--- config.mk ---
export PLATFORM = sky130hd
export DESIGN_NAME = engine_dispatcher
export DESIGN_NICKNAME = d
export VERILOG_FILES = /design/src/rtl/engine_dispatcher.sv
export SDC_FILE = /design/constraint.sdc
export NUM_CORES = 1
export LEC_CHECK = 0
export BUFFER_PORTS_ARGS = -buffer_cell sky130_fd_sc_hd__buf_2
export CAP_MARGIN = 20
export CELL_PAD_IN_SITES_DETAIL_PLACEMENT = 2
export CELL_PAD_IN_SITES_GLOBAL_PLACEMENT = 2
export CORE_MARGIN = 3
export CORE_UTILIZATION = 43
export CTS_CLUSTER_DIAMETER = 150
export DETAILED_ROUTE_END_ITERATION = 10
export PLACE_DENSITY_LB_ADDON = 0.1
export SYNTH_ARGS = -nofsm -noshare
export SYNTH_HDL_FRONTEND = slang
export SYNTH_SLANG_ARGS = --single-unit
export TNS_END_PERCENT = 10
--- constraint.sdc ---
create_clock -name clk -period 3.5 [get_ports clk]
set_input_delay 0.525 -clock clk [delete_from_list [all_inputs] [get_ports clk]]
set_output_delay 0.525 -clock clk [all_outputs]
set_load 0.01 [all_outputs]
--- src/rtl/engine_dispatcher.sv ---
// Command dispatcher: queues host commands in a FIFO and hands LINE/CIRCLE payloads to their engines.
// Latency: 3 edges from push to rts_out with an empty, idle block. Backpressure: cmd_rtr_out low when the FIFO is full.
// Optional ENGINE_DISPATCH_STATS_EN adds saturating per-engine dispatch counters (tied to 0 otherwise).
module engine_dispatcher #(
    parameter int DEPTH = 4
) (
    input  logic        clk,
    input  logic        rst_,
    input  logic [63:0] cmd_data,
    input  logic        cmd_rts_in,
    output logic        cmd_rtr_out,
    output logic [59:0] eng_payload,
    output logic        line_rts_out,
    input  logic        line_rtr_in,
    input  logic        line_busy_in,
    output logic        circle_rts_out,
    input  logic        circle_rtr_in,
    input  logic        circle_busy_in,
    output logic        busy_out,
    output logic        err_out,
    output logic [15:0] line_count_out,
    output logic [15:0] circle_count_out
);

    localparam int AW = (DEPTH > 1) ? $clog2(DEPTH) : 1;
    localparam logic [AW:0] DEPTH_C = (AW+1)'(DEPTH);

    localparam logic [3:0] OP_NOP    = 4'd0;
    localparam logic [3:0] OP_LINE   = 4'd1;
    localparam logic [3:0] OP_CIRCLE = 4'd2;
    localparam logic [3:0] OP_FENCE  = 4'd3;

    typedef enum logic [1:0] {
        S_IDLE,
        S_DECODE,
        S_ISSUE,
        S_FENCE_WAIT
    } state_t;

    logic [63:0]   mem_q [DEPTH];
    logic [AW-1:0] wr_ptr_q, rd_ptr_q;
    logic [AW:0]   count_q, count_d;
    state_t        state_q;
    logic          line_rts_q, circle_rts_q, err_q;

    logic          push, pop, not_empty;
    logic [63:0]   head;
    logic [3:0]    head_op;
    logic          line_xfer, circle_xfer, fence_clear;

    assign not_empty   = (count_q != '0);
    assign cmd_rtr_out = (count_q < DEPTH_C);
    assign push        = cmd_rts_in & cmd_rtr_out;
    assign head        = mem_q[rd_ptr_q];
    assign head_op     = head[63:60];
    assign eng_payload = not_empty ? head[59:0] : 60'd0;

    assign line_xfer   = line_rts_q & line_rtr_in;
    assign circle_xfer = circle_rts_q & circle_rtr_in;
    assign fence_clear = ~line_busy_in & ~circle_busy_in & ~line_rts_q & ~circle_rts_q;

    // The head leaves the FIFO only once the FSM has finished with it.
    always_comb begin
        pop = 1'b0;
        case (state_q)
            S_DECODE:     pop = (head_op == OP_NOP) || (head_op > OP_FENCE);
            S_ISSUE:      pop = line_xfer | circle_xfer;
            S_FENCE_WAIT: pop = fence_clear;
            default:      pop = 1'b0;
        endcase
    end

    always_comb begin
        count_d = count_q;
        if (push && !pop) begin
            count_d = count_q + 1'b1;
        end else if (pop && !push) begin
            count_d = count_q - 1'b1;
        end
    end

    always_ff @(posedge clk) begin
        if (push) begin
            mem_q[wr_ptr_q] <= cmd_data;
        end
    end

    always_ff @(posedge clk or negedge rst_) begin
        if (!rst_) begin
            wr_ptr_q <= '0;
            rd_ptr_q <= '0;
            count_q  <= '0;
        end else begin
            if (push) wr_ptr_q <= wr_ptr_q + 1'b1;
            if (pop)  rd_ptr_q <= rd_ptr_q + 1'b1;
            count_q <= count_d;
        end
    end

    always_ff @(posedge clk or negedge rst_) begin
        if (!rst_) begin
            state_q      <= S_IDLE;
            line_rts_q   <= 1'b0;
            circle_rts_q <= 1'b0;
            err_q        <= 1'b0;
        end else begin
            case (state_q)
                S_IDLE: begin
                    if (not_empty) state_q <= S_DECODE;
                end
                S_DECODE: begin
                    case (head_op)
                        OP_NOP:    state_q <= S_IDLE;
                        OP_LINE: begin
                            state_q    <= S_ISSUE;
                            line_rts_q <= 1'b1;
                        end
                        OP_CIRCLE: begin
                            state_q      <= S_ISSUE;
                            circle_rts_q <= 1'b1;
                        end
                        OP_FENCE:  state_q <= S_FENCE_WAIT;
                        default: begin
                            state_q <= S_IDLE;
                            err_q   <= 1'b1;
                        end
                    endcase
                end
                S_ISSUE: begin
                    if (line_xfer || circle_xfer) begin
                        state_q      <= S_IDLE;
                        line_rts_q   <= 1'b0;
                        circle_rts_q <= 1'b0;
                    end
                end
                S_FENCE_WAIT: begin
                    if (fence_clear) state_q <= S_IDLE;
                end
                default: state_q <= S_IDLE;
            endcase
        end
    end

    assign line_rts_out   = line_rts_q;
    assign circle_rts_out = circle_rts_q;
    assign err_out        = err_q;
    assign busy_out       = not_empty | (state_q != S_IDLE) | line_busy_in | circle_busy_in;

`ifdef ENGINE_DISPATCH_STATS_EN
    logic [15:0] line_cnt_q, circle_cnt_q;

    always_ff @(posedge clk or negedge rst_) begin
        if (!rst_) begin
            line_cnt_q   <= '0;
            circle_cnt_q <= '0;
        end else begin
            if (line_xfer && line_cnt_q != 16'hFFFF)     line_cnt_q   <= line_cnt_q + 1'b1;
            if (circle_xfer && circle_cnt_q != 16'hFFFF) circle_cnt_q <= circle_cnt_q + 1'b1;
        end
    end

    assign line_count_out   = line_cnt_q;
    assign circle_count_out = circle_cnt_q;
`else
    assign line_count_out   = 16'd0;
    assign circle_count_out = 16'd0;
`endif

endmodule

### Word level (Yosys, flattened, before mapping)

Memory sizes are Yosys's and may differ from the RTL's.
Cells that the tools add are included.

| cells by class | value |
|---|---|
| mux-type cells | 16 |
| bitwise operators | 15 |
| reductions and logical operators | 18 |
| equality and inequality tests | 11 |
| $add $sub $neg | 4 |
| order comparisons | 2 |

Operators by type and width:

| operator | count |
|---|---|
| 60-bit 2-to-1 mux | 1 |
| 2-bit != test, second input constant | 5 |
| 3-bit AND reduction | 3 |
| 4-bit by 2-bit equality test with 1-bit output, second input constant | 2 |
| 2-bit one-hot mux with 4 select lines | 1 |
| 1-bit AND | 6 |
| 2-bit 2-to-1 mux | 3 |
| 3-bit 2-to-1 mux | 2 |
| 2-bit nonzero test | 3 |
| 1-bit 2-to-1 mux | 5 |
| 1-bit inverter | 5 |
| 2-bit by 1-bit adder with 2-bit output, second input constant | 2 |
| 2-bit equality test, second input constant | 2 |
| 4-bit by 1-bit equality test with 1-bit output, second input constant | 1 |
| 4-bit by 2-bit greater-than comparator with 1-bit output, second input constant | 1 |
| 4-bit logical NOT | 1 |
| 1-bit OR | 4 |
| 1-bit one-hot mux with 2 select lines | 2 |
| 2-bit one-hot mux with 2 select lines | 1 |
| 4-bit OR reduction | 1 |
| 3-bit by 1-bit adder with 3-bit output, second input constant | 1 |
| 3-bit less-than comparator, second input constant | 1 |
| 1-bit one-hot mux with 3 select lines | 1 |
| 3-bit nonzero test | 1 |
| other kinds (8) | 11 |

| storage, ports and cells | value |
|---|---|
| output and inout port bits | 97 |
| input port bits | 71 |
| RAM bits | 256 |
| bits in registers | 12 |
| memories | 1 |
| logic and storage cells | 74 |

Memory list:

| memory | words | width | read ports | clocked after Yosys merged registers in | wr ports | RTL line | text |
|---|---|---|---|---|---|---|---|
| mem_q | 4 | 64 | 1 | 0 | 1 | 40 | `logic [63:0] mem_q [DEPTH];` |

### Depth between registers and ports, before layout

Gate-level depths: netlist of run 1.

| logic depth | value |
|---|---|
| word-level depth | 8 |
| gate-level depth with buffers | 11 |
| mapped depth without buffers | 10 |

### Worst setup path after synthesis of run 1

Ideal clock, no wire load.

| timing | value |
|---|---|
| path type | input-to-reg |
| start | in cmd_rts_in |
| end | mem mem_q[0][0], enable pin |
| arrival time | 2.408 ns |
| library setup time | 0.429 ns |
| path slack | 0.663 ns |
| path buffers | 1 |
| cell stages on the path | 3 |
| data required time | 3.071 ns |
| path through | nor2b_1 > clkbuf_1 > and2_1 |

| on the way | value |
|---|---|
| word-level cells in the longest chain between the ends | 3 |

Ends and longest elaborated chain:

| element | RTL line | text |
|---|---|---|
| start: declaration | 10 | `input logic cmd_rts_in,` |
| 1-bit AND | 53 | `assign push = cmd_rts_in & cmd_rtr_out;` |
| named net push | 46 | `logic push, pop, not_empty;` |
| 1-bit 2-to-1 mux | 83 | `if (push) begin` |
| 1-bit 2-to-1 mux (not written as such) | 84 | `mem_q[wr_ptr_q] <= cmd_data;` |
| end: declaration | 40 |  |

The timed path passes the listed nets, and every way through them passes these cells.

### Worst setup path after layout of run 1

| timing | value |
|---|---|
| start | reg rd_ptr_q[0] |
| end | out eng_payload[29] |

| on the way | value |
|---|---|
| word-level cells in the longest chain between the ends | 2 |

Ends and longest elaborated chain:

| element | RTL line | text |
|---|---|---|
| start: declaration | 41 | `logic [AW-1:0] wr_ptr_q, rd_ptr_q;` |
| start signal: assignment | 95 | `if (pop) rd_ptr_q <= rd_ptr_q + 1'b1;` |
| memory 4 x 64 bit | -- |  |
| 60-bit 2-to-1 mux | 56 | `assign eng_payload = not_empty ? head[59:0] : 60'd0;` |
| end: declaration | 12 | `output logic [59:0] eng_payload,` |

No other way between the ends.

==> impl_results.md, run 1 <==
- Status: finished, final reports clean
- Total GRT Usage: 18.31%
- Share of layout cells above drive strength 1: 37.74%
- Hold Crit Depth: 1
- GR Overflow Total: 0
- Clock buffer depth: 3
- First-pass GRT wire length: 36.63 mm
- WP depth: 4
- Worst setup SP type: flop
- Number of synthesized flops with an enable pin: 256
- Post-Syn Area: 0.01054 mm^2
- CTS buffer count: 29
- Top Family by Delay on Critical Path: multiplexers
- Power Dens Cells: 659.8 mW/mm^2
- Yosys cell types: 35
- Worst rel slew slack: 55.14%
- Die X: 162.5 um
- Post-Syn Area per Cell: 20.91 um^2
- Critical path's largest stage delay: 600 ps
- Buffers plus inverters on the worst setup path: 2
- Core box area: 0.02375 mm^2
- Largest net degree at the start of global routing: 64
- PortBufs: 135
- Worst path slowest cell: mux4_2
- Number of global-route vias before repair: 5967
- Final min period: 2923 ps
- Worst Path Required: 2970 ps
- Routed Antenna Nets: 0
- Synth Flop Type: edfxtp_1
- WL per Instance: 23.81 um
- Setup violators final: 0
- Final worst-path cycle share: 83.51%
- Critical path class: reg -> out
- CTS tree: done
- Worst-path clk slew: 60 ps
- Maximum VDD drop: 491.0 uV
- Sequential cell area fraction in the yosys report: 75.80%
- Ys Warns: 0
- CTS sink cnt: 268
- Max capacitance violation total: 0
- Worst slew pin tran: 671.5 ps
- Pins Over Slew Limit: 0
- CP Max Fanout: 63
- Post-DP HPWL: 14.38 mm
- Vias: 5173
- Crit path capture type: primary output
- Fmax: 342.1 MHz
- Worst-path cell chain: buf_12 -> mux4_2 -> nor2b_1 -> buf_2
- Hold Crit Class: in -> reg
- Area Growth Syn to Fin: 18.07%
- First-pass detailed-route iteration total: 4
- Residual DRC count: 0
- Setup tns final: 0 ps
- Total Wirelength: 23.84 mm
- DR iter-0 viols: 253
- # IOs: 168
- Worst Reg-to-Reg Cells: 8
- Root Driver: clkbuf_16
- Ys async rst share: 4.478%
- Vias per cell: 5.168
- Critical Path AT: 2400 ps
- RSZ-0062 raised after global routing: no
- Clock skew: 20.87 ps
- Worst skew pair latency: 550 ps
- FF+latch count, synth: 268
- Leakage: 4.292 nW
- Nets: 736
- Die area: 0.02642 mm^2
- Initial antenna violation count: 4
- Routability cong.: 0.6843
- Post_cts resized: 0
- Final Hold Vio Count: 0
- Synthesized instance count: 504
- Site Rows: 56
- Die Y: 162.5 um
- # H-tree levels: 1
- Util after Layout: 52.38%
- Initial Utilization: 44.36%
[placed cells by master, fill, tap and decap left out, types with 4 or more instances in the layout]
cell,count
ha_1,5
clkbuf_1,13
clkinv_2,4
inv_1,7
clkinv_1,4
buf_2,135
buf_12,5
nor2_1,6
mux4_2,62
buf_4,6
edfxtp_1,256
nand2_1,5
dfrtp_1,10
xnor2_1,5
nor2b_1,61
conb_1,32
clkbuf_16,29
and2_4,4
[report_power, final]
part           leakage (nW)  switching [mW]  total, mW  internal, mW
logic                  1.39           0.820       1.28         0.460
clock network         0.426            1.20       2.83          1.63
registers              2.47           0.120       4.10          3.98
total                  4.29            2.14       8.21          6.07
[worst paths after layout]
| path | startpoint | end | slack, ps |
|---|---|---|---|
| hold reg to reg | err_out | err_out | 560 |
| setup / recovery | rd_ptr_q[0] | eng_payload[29] | 580 |
| setup reg to reg | rd_ptr_q[0] | count_q[1] | 610 |
| hold / removal | cmd_data[13] | mem_q[2][13] | 180 |
| min in group asynchronous | rst_ | err_out | 420 |
| max in group asynchronous | rst_ | rd_ptr_q[1] | 2820 |
[sequential cells by signal, indices dropped and copies added (netlist names)]
signal,cells
mem_q,256
line_rts_out,1
err_out,1
count_q,3
state_q,2
wr_ptr_q,2
rd_ptr_q,2
circle_rts_out,1
[metal layers]
metal	global-route usage (%)	vias to the layer above	routed length (um)
li1	-	2240	-
met1	22.98	2738	9379
met2	32.31	147	12620
met3	4.018	42	1191
met4	5.075	6	609
met5	0	-	34
[repair_timing]
| item | CTS | global route |
|---|---|---|
| buffers inserted | 0 | 0 |
| hold buffers | 1 | 0 |
| setup endpoints to repair | 0 | 0 |
| endpoints found under the hold margin | 12 | 0 |
[synthesized netlist by cell type, types with 4 or more instances]
master | n | area, um^2
buf_4 | 33 | 247.7
mux4_2 | 62 | 1396
ha_1 | 5 | 62.56
and2_1 | 4 | 25.02
edfxtp_1 | 256 | 7687
buf_2 | 5 | 25.02
nor2_1 | 6 | 22.52
xnor2_1 | 5 | 43.79
clkbuf_1 | 15 | 56.30
nand2_1 | 5 | 18.77
dfrtp_1 | 12 | 300.3
nor2b_1 | 61 | 381.6
inv_1 | 7 | 26.28
[through the flow]
stage / instances / hold slack (ps) / power [mW] / worst slack (ps) / cell area (um^2)
floorplan: 535 / 229.4 / 4.841 / 663.1 / 10650
global placement: 946 / 421.0 / 5.381 / 639.6 / 11560
detailed placement: 946 / 432.8 / 5.473 / 593.6 / 11560
CTS: 1000 / 161.1 / 8.349 / 518.5 / 12440
global route: 1001 / 166.8 / 8.578 / 399.9 / 12440
finish: 1001 / 184.7 / 8.209 / 577.2 / 12440
[layout make-up]
type	count	area, um^2
Tap cell	319	399.1
Sequential cell	268	7995
Fill cell	2077	11310
Antenna cell	1	2.502
Timing Repair Buffer	147	830.8
Inverter	7	26.28
Clock buffer	43	788.3
Multi-Input combinational cell	206	2315
Clock inverter	10	85.08
[cells by family after synthesis]
group / after synthesis / share of synthesized area [%]
AND/OR/NAND/NOR: 87 / 4.892
AO/OA/AOI/OAI: 10 / 0.7956
XOR/XNOR: 6 / 0.4987
adder cells (fa/ha/maj): 6 / 0.7837
buffers and inverters: 61 / 3.479
flip-flops: 268 / 75.80
other: 1 / 0.03559
multiplexers: 65 / 13.71
Note: power is estimated with default switching activity, not from simulation.
==> run 2, diff against run 1 <==
--- a/config.mk
+++ b/config.mk
@@ -5,12 +5,13 @@
 export SDC_FILE = /design/constraint.sdc
 export NUM_CORES = 1
 export LEC_CHECK = 0
+export ABC_AREA = 1
 export BUFFER_PORTS_ARGS = -buffer_cell sky130_fd_sc_hd__buf_2
 export CAP_MARGIN = 20
 export CELL_PAD_IN_SITES_DETAIL_PLACEMENT = 2
 export CELL_PAD_IN_SITES_GLOBAL_PLACEMENT = 2
 export CORE_MARGIN = 3
-export CORE_UTILIZATION = 43
+export CORE_UTILIZATION = 38
 export CTS_CLUSTER_DIAMETER = 150
 export DETAILED_ROUTE_END_ITERATION = 10
 export PLACE_DENSITY_LB_ADDON = 0.1
==> constraint.sdc (replaced) <==
create_clock -name clk -period 2.7 [get_ports clk]
set_input_delay 0.405 -clock clk [delete_from_list [all_inputs] [get_ports clk]]
set_output_delay 0.405 -clock clk [all_outputs]
set_load 0.01 [all_outputs]
==> impl_results.md, run 2 <==
- Share of layout cells above drive strength 1: 20.99%
- N_diodes: 0
- CTS tree: done
- Worst skew pair latency: 540 ps
- R2r endpoint: count_q[2]
- First-pass GRT wire length: 44.06 mm
- Leading cell types by count after synthesis: edfxtp_1, nor2_1, o21ai_1
- Residual DRC count: 0
- Hold Crit Depth: 1
- Area Growth Syn to Fin: 19.02%
- Total GRT Usage: 18.48%
- Final Hold Vio Count: 0
- Worst-path cell chain: buf_4 -> nor2_1 -> nor2_1 -> o21ai_0 -> a21oi_1 -> buf_2
- Max capacitance violation total: 0
- Commonest non-fill, non-tap cell in the layout: edfxtp_1
- FF+latch count, synth: 268
- # Post-CTS Setup Buffers: 0
- # IOs: 168
- WL per Instance: 20.02 um
- Total Wirelength: 28.27 mm
- Vias: 7041
- Site Rows: 61
- Most frequent cell after synthesis: edfxtp_1
- DR iter-0 viols: 355
- Die Y: 174.6 um
- Top Registers: mem_q (256), count_q (3)
- Ys Warns: 0
- Post-Syn Area per Cell: 12.44 um^2
- Fmax: 389.5 MHz
- CTS buffer count: 29
- Final worst-path cycle share: 95.09%
- First-pass detailed-route iteration total: 4
- Synth Flop Type: edfxtp_1
- Hold Crit Class: in -> reg
- Leakage: 4.756 nW
- Routability cong.: 0.7255
- Most frequent cells in the layout: edfxtp_1, nor2_1, buf_2, o21ai_1, a21oi_1
- # H-tree levels: 1
- Largest net degree at the start of global routing: 47
- Worst Path Required: 2300 ps
- Max reg flops: 256
- Crit path capture type: primary output
- Cell mode on critical path: nor2_1
- GR Overflow Total: 0
- Worst slew pin tran: 544.7 ps
- Status: finished, final reports clean
- Post-Syn Area: 0.01080 mm^2
- Number of synthesized flops with an enable pin: 256
- Critical Path AT: 2160 ps
- Vias per cell: 4.987
- Post-DP HPWL: 17.13 mm
- Worst path slowest cell: dfrtp_4
- Number of global-route vias before repair: 7742
- Worst-path clk slew: 60 ps
- Critical path's largest stage delay: 530 ps
- Worst Reg-to-Reg Cells: 15
- Setup violators final: 0
- Most flops, register: mem_q
- Sequential cell area fraction in the yosys report: 73.97%
- Die area: 0.03047 mm^2
- Worst setup SP type: flop
- Final min period: 2567 ps
- Setup tns final: 0 ps
- Synthesized instance count: 868
- Final worst slack: 132.6 ps
- Ys async rst share: 4.478%
- Initial antenna violation count: 5
- Pins Over Slew Limit: 0
- Nets: 1089
- Clock skew: 9.006 ps
- Reg2Reg Setup Slack: 200 ps
- Routed Antenna Nets: 0
- Post-Layout Inst Area: 0.01285 mm^2
- Worst rel slew slack: 63.68%
- Maximum VDD drop: 550.9 uV
- Synth top area cells: edfxtp_1, nor2_1, o21ai_1
- CTS sink cnt: 268
- Initial Utilization: 38.76%
- Yosys cell types: 27
- Hold Path Sink: mem_q[2][55]
- Core box area: 0.02786 mm^2
- Setup WS pre-CTS: 87.89 ps
- Die X: 174.6 um
- Area post-placement: 0.01188 mm^2
- Launch point of the worst reg-to-reg path: rd_ptr_q[0]
- RSZ-0062 raised after global routing: yes
- Area leader, netlist: edfxtp_1
- Critical path class: reg -> out
- Root Driver: clkbuf_16
- Power Dens Cells: 855.0 mW/mm^2
- WHS: 75.63 ps
- Clock buffer depth: 3
- Hold Startpoint: cmd_data[55]
- PortBufs: 135
- CP Max Fanout: 28
- Post-synth top area share: 71.19%
==> run 2: cell types whose count changed in the layout (fill, tap and decap cells not counted), sizes merged, moves of 4 or more <==
| cell | change |
|---|---|
| o21ai | +121 |
| nor2 | +244 |
| and2 | -4 |
| inv | +13 |
| buf | +13 |
| nand2 | +24 |
| nor2b | -61 |
| xnor2 | -4 |
| a21oi | +61 |
| nand3 | +13 |
| mux4 | -63 |
==> run 2: layout make-up <==
type / count / area [um^2]
multi-input cells: 532 / 2414
clock buffers: 42 / 844.6
clock inverters: 11 / 76.32
well taps: 378 / 473.0
inverters: 21 / 91.34
flip-flops and latches: 268 / 7993
fillers: 2825 / 15010
repair buffers: 160 / 959.7
==> run 2: what timing repair did <==
action                                  4_1_cts  5_1_grt
hold buffers                                  1        0
resized for setup                             5        7
hold endpoints to repair                     12        0
endpoints found under the setup margin       43       24
==> run 2: how the worst max path moves through the flow <==
stage / startpoint / endpoint / slack, ps / cells after the start
final: rd_ptr_q[0] / eng_payload[50] / 130 / 6
after global routing: rd_ptr_q[0] / count_q[2] / -30 / 15
after CTS: rd_ptr_q[0] / eng_payload[14] / 10 / 5
after detailed placement: rd_ptr_q[0] / count_q[2] / 90 / 15
after global placement: rd_ptr_q[0] / count_q[2] / 240 / 15
after floorplan: count_q[2] / mem_q[0][0] / -110 / 3
==> run 2: kinds of logic after synthesis <==
kind of cell / count (synthesis) / synth area share, %
other cells: 1 / 0.03473
xor+xnor: 4 / 0.3245
buf+inv: 99 / 5.087
simple gates: 300 / 10.92
compound gates: 189 / 8.795
fa+ha+maj: 6 / 0.7648
mux: 1 / 0.1043
flops: 268 / 73.97
==> run 2: metrics by stage <==
step / util [%] / total power, mW / cells
detailed placement: 42.64 / 7.338 / 1358
global route: 46.13 / 11.53 / 1412
finish: 46.13 / 10.99 / 1412
floorplan: - / 6.413 / 899
global placement: 42.64 / 7.247 / 1358
CTS: 46.05 / 11.16 / 1412
==> run 2: critical path: cells and delay by family (launching register included) <==
| family | cells | cell delay, ps |
|---|---|---|
| compound gates | 2 | 330 |
| buf+inv | 2 | 550 |
| simple gates | 2 | 200 |
| flops | 1 | 530 |
==> run 2: metal layers <==
layer / vias to the layer above / track usage, % / part of all wire, %
li1: 3266 / - / -
met1: 3588 / 23.30 / 42
met2: 134 / 33.32 / 51
met3: 43 / 3.824 / 4.6
met4: 10 / 3.457 / 1.6
met5: - / 0 / 0.24
==> run 2: power by group <==
| group | internal (mW) | switching [mW] | leakage [nW] | total [mW] |
|---|---|---|---|---|
| clock | 2.25 | 1.54 | 0.455 | 3.79 |
| combinational | 0.566 | 1.25 | 1.84 | 1.81 |
| sequential | 5.22 | 0.166 | 2.46 | 5.39 |
| total | 8.03 | 2.95 | 4.76 | 11.0 |
